**src/rtl/seq_divider.sv**
```systemverilog
//------------------------------------------------------------------------------
// Module   : seq_divider
// Brief    : Radix-2 restoring sequential divider, fixed WIDTH-cycle latency.
//            Optional divide-by-zero flag output enabled by SEQ_DIV_ZERO_ERR_EN.
// Revision : 1.0 - initial release
//------------------------------------------------------------------------------
`default_nettype none

module seq_divider #(
    parameter int WIDTH = 64
) (
    input  logic             clk,
    input  logic             rst_n,
    input  logic             start,
    input  logic [WIDTH-1:0] dividend,
    input  logic [WIDTH-1:0] divisor,
    output logic             busy,
    output logic             done,
    output logic [WIDTH-1:0] quotient,
    output logic [WIDTH-1:0] remainder
`ifdef SEQ_DIV_ZERO_ERR_EN
    ,
    output logic             div_err
`endif
);

    localparam int c_CW = $clog2(WIDTH);
    localparam logic [c_CW-1:0] c_LAST = c_CW'(WIDTH - 1);

    typedef enum logic [1:0] {
        S_IDLE = 2'd0,
        S_RUN  = 2'd1,
        S_DONE = 2'd2
    } state_t;

    state_t r_state;
    state_t w_state_next;

    // r_dvd starts as the dividend and fills with quotient bits from the LSB.
    logic [WIDTH-1:0] r_dvd;
    logic [WIDTH-1:0] r_dvs;
    logic [WIDTH-1:0] r_rem;
    logic [c_CW-1:0]  r_cnt;

    logic [WIDTH:0]   w_shift;
    logic [WIDTH:0]   w_diff;
    logic             w_ge;
    logic [WIDTH-1:0] w_rem_next;
    logic [WIDTH-1:0] w_quo_next;
    logic             w_last;
    logic             w_accept;

    assign w_shift    = {r_rem, r_dvd[WIDTH-1]};
    assign w_diff     = w_shift - {1'b0, r_dvs};
    // With the shifted top bit clear both operands are below 2^WIDTH, so the
    // top bit of the difference is the borrow; with it set the trial always fits.
    assign w_ge       = w_shift[WIDTH] | ~w_diff[WIDTH];
    assign w_rem_next = w_ge ? w_diff[WIDTH-1:0] : w_shift[WIDTH-1:0];
    assign w_quo_next = {r_dvd[WIDTH-2:0], w_ge};
    assign w_last     = (r_cnt == c_LAST);
    assign w_accept   = (r_state == S_IDLE) && start;

    always_ff @(posedge clk or negedge rst_n) begin
        if (!rst_n) begin
            r_state <= S_IDLE;
        end else begin
            r_state <= w_state_next;
        end
    end

    always_comb begin
        w_state_next = r_state;
        busy         = 1'b0;
        case (r_state)
            S_IDLE: begin
                if (start) begin
                    w_state_next = S_RUN;
                end
            end
            S_RUN: begin
                busy = 1'b1;
                if (w_last) begin
                    w_state_next = S_DONE;
                end
            end
            S_DONE: begin
                busy         = 1'b1;
                w_state_next = S_IDLE;
            end
            default: begin
                w_state_next = S_IDLE;
            end
        endcase
    end

    always_ff @(posedge clk or negedge rst_n) begin
        if (!rst_n) begin
            r_dvd     <= '0;
            r_dvs     <= '0;
            r_rem     <= '0;
            r_cnt     <= '0;
            done      <= 1'b0;
            quotient  <= '0;
            remainder <= '0;
`ifdef SEQ_DIV_ZERO_ERR_EN
            div_err   <= 1'b0;
`endif
        end else begin
            done <= 1'b0;
            if (w_accept) begin
                r_dvd <= dividend;
                r_dvs <= divisor;
                r_rem <= '0;
                r_cnt <= '0;
            end else if (r_state == S_RUN) begin
                r_dvd <= w_quo_next;
                r_rem <= w_rem_next;
                r_cnt <= r_cnt + 1'b1;
                if (w_last) begin
                    quotient  <= w_quo_next;
                    remainder <= w_rem_next;
                    done      <= 1'b1;
`ifdef SEQ_DIV_ZERO_ERR_EN
                    div_err   <= (r_dvs == '0);
`endif
                end
            end
        end
    end

endmodule

`default_nettype wire

```
**config.mk**
```make
export PLATFORM = sky130hd
export DESIGN_NAME = seq_divider
export DESIGN_NICKNAME = d
export VERILOG_FILES = /design/src/rtl/seq_divider.sv
export SDC_FILE = /design/constraint.sdc
export NUM_CORES = 1
export LEC_CHECK = 0
export CAP_MARGIN = 5
export CORE_MARGIN = 1
export CORE_UTILIZATION = 40
export DETAILED_ROUTE_END_ITERATION = 7
export GPL_TIMING_DRIVEN = 0
export PLACE_DENSITY = 0.66
export SYNTH_ARGS = -nofsm -noshare
export SYNTH_HDL_FRONTEND = slang
export SYNTH_SLANG_ARGS = --single-unit
```
**constraint.sdc**
```tcl
create_clock -name clk -period 6.3 [get_ports clk]
set_clock_uncertainty 0.2 [all_clocks]
set_input_delay 0.63 -clock clk [delete_from_list [all_inputs] [get_ports clk]]
set_output_delay 0.63 -clock clk [all_outputs]
set_load 0.01 [all_outputs]
```
==> reports/results.txt <==
Status: complete, no violations
WL final: 54500 µm
CP most frequent cell: clkbuf_1
Register area share after synthesis: 0.473
Fin nets: 2492
CP Buf/Inv Count: 5
Max_cap viols: 0
Die ar.: 44300 µm²
Setup TNS Final: 0 ns
Slew Limit Fails: 0
Vias in the first global route: 15400
Top post-synthesis cells by area: dfrtp_1 (47%), nand2_1 (9.7%), o21ai_0 (6.9%)
Slowest CP cell: clkbuf_1
Hold_ws: 0.272 ns
Layout cells sized above 1: 0.0406
Finish-stage setup viols: 0
Instance count of the mapped netlist: 1990
Clk_lat worst skew: 0.57 ns
Setup WS post-layout: 1.79 ns
DPL Wire Length: 40800 µm
Worst-Margin Slew: 1.17 ns
CP Data Arrival Time: 4.81 ns
Std cell rows: 76
Routed length per instance: 18.8 µm
CTS clk-pin slew, worst paths: 0.06 ns
Total gr overflow: 0
First-pass GRT wire length: 85600 µm
Power Density: 580 nW/µm²
RSZ-0062 raised after global routing: no
Resize count post-CTS: 0
Initial Utilization: 0.405
GP Congestion: 0.910
DRC viols: 0
Synth-to-Final Area Change: 26.5%
TritonCTS clock tree: done
Synthesized flop and latch total: 329
Sequence of cells on the critical path: inv_1 > ha_1 > clkbuf_1 > nand2_1 > or2_2 > clkbuf_1 > clkbuf_1 > inv_2 > o21ai_0 > nor3b_1 > a211o_1
Largest net degree at the start of global routing: 123
Synthesized net count: 2190
CTS Buf Count: 37
Mapped Area: 17400 µm²
Core Region: 43000 µm²
Asr flop ratio synth: 1.00
Maximum fanout along the worst path: 10
Tot GR Track Use: 0.247
Total vias in the final route: 15600
First-pass iteration count of the detailed router: 5
Crit-path leading delay family: buffers and inverters
Hold Fails Final Rpt: 0
Fin cells: 2905
Period minus WS final: 4.51 ns
Startpoint types: flip-flop
CTS root buf: clkbuf_16
Synth Flop Type: dfrtp_1
Die Y: 211 µm
DRT iter0 DRCs: 1290
Worst path required time: 6.61 ns
Slowest stage delay, CP: 0.60 ns
CTS max path bufs: 3
Synth top area share: 0.473
Most instantiated library cell after synthesis: nand2_1
Fin crit share: 0.716
EDFF count, synth: 0
Initial antenna violation count: 2
Number of synthesis warnings: 0
Inst Count DP: 2837
Remaining antenna violation count: 0
Place WS: 1.61 ns
Max_slew headroom: 0.217
Critical path class: reg2reg
Leak Pwr: 9.92 nW
Sinks on Clock Net: 329
Total power: 0.0128 W
Vias per std cell: 5.36
Avg Inst Size Synth: 8.74 µm²
H-tree levels: 2
Fmax: 222 MHz
Yosys cell types: 72
# IOs: 261
IO Port Bufs: 260
Top post-synthesis cells by count: nand2_1 (451), dfrtp_1 (329), o21ai_0 (239)
Worst Hold Class: reg2reg
Setup crit end kind: flip-flop
Worst vdd ir: 0.000242 V
Die width: 211 µm
Top cell type by total area after synthesis: dfrtp_1
==> repair_timing <==
| item | CTS | global route |
|---|---|---|
| setup buffers | 0 | 0 |
| endpoints found under the hold margin | 56 | 0 |
| hold buffers | 1 | 0 |
==> tightest hold or removal path, delay by kind of cell, from the launching register on <==
family           cells  cell delay [ns]
and+or+nand+nor      2             0.10
DFF                  1             0.34
==> path summary, 6_finish.rpt <==
kind	start	to	slack, ns	cells past startpoint
worst max-delay path	r_state[1]	remainder[63]	1.79	11
worst min-delay path	quotient[57]	quotient[57]	0.27	2
worst max register to register	r_state[1]	remainder[63]	1.79	11
worst min register to register	quotient[57]	quotient[57]	0.27	2
max in group asynchronous	rst_n	r_rem[49]	4.26	3
min in group asynchronous	rst_n	quotient[49]	0.47	2
==> metal layers <==
layer | vias to the layer above | wire, µm | GRT usage
met1 | 7629 | 24700 | 0.340
met4 | 0 | 1610 | 0.0882
met3 | 87 | 2650 | 0.0328
met2 | 436 | 25600 | 0.397
li1 | 7408 | - | -
met5 | - | 0 | 0
==> power breakdown <==
part | total (W) | internal (W) | leakage, nW | switching [W]
combinational | 0.00746 | 0.00267 | 5.04 | 0.00479
sequential | 0.00312 | 0.00273 | 4.30 | 0.000391
clock | 0.00218 | 0.00126 | 0.582 | 0.000913
total | 0.0128 | 0.00667 | 9.92 | 0.00609
==> layout make-up <==
class	count	area (µm²)
Buffer	118	477
Clock inverter	14	176
Sequential cell	329	8230
Clock buffer	51	1020
Antenna cell	2	5.00
Timing Repair Buffer	263	2670
Tap cell	585	732
Inverter	87	327
Multi-Input combinational cell	1456	8360
Fill cell	4132	21000
==> cells by family (layout without fill, tap and decap cells) <==
group,after synthesis,count (layout),share of synthesized area
other cells,0,2,0
compound gates,560,560,0.185
mux,93,93,0.0538
buf+inv,205,533,0.0462
flops,329,329,0.473
xor+xnor,61,61,0.0307
fa+ha+maj,69,69,0.0501
simple gates,673,673,0.160
==> cells in the final DEF, fill, tap and decap left out, types with 31 or more instances in the layout <==
master / n
a211oi_1: 32
a21oi_1: 157
clkbuf_1: 104
clkbuf_16: 37
clkdlybuf4s50_1: 259
dfrtp_1: 329
ha_1: 68
inv_1: 85
mux2i_1: 89
nand2_1: 451
nand4_1: 32
nor2_1: 117
o21ai_0: 239
xnor2_1: 31
==> through the flow <==
| step | util | area, µm² |
|---|---|---|
| final | 0.512 | 22000 |
| after global routing | 0.512 | 22000 |
| after CTS | 0.512 | 22000 |
| after detailed placement | 0.484 | 20800 |
| after global placement | 0.482 | 20700 |
| after floorplan | - | 17400 |
==> registers in the layout, indices dropped and copies added (netlist names) <==
name       count
quotient      64
r_dvd         64
r_dvs         64
r_rem         64
remainder     64
r_cnt          6
r_state        2
done           1
Note: power is estimated with default switching activity, not from simulation.
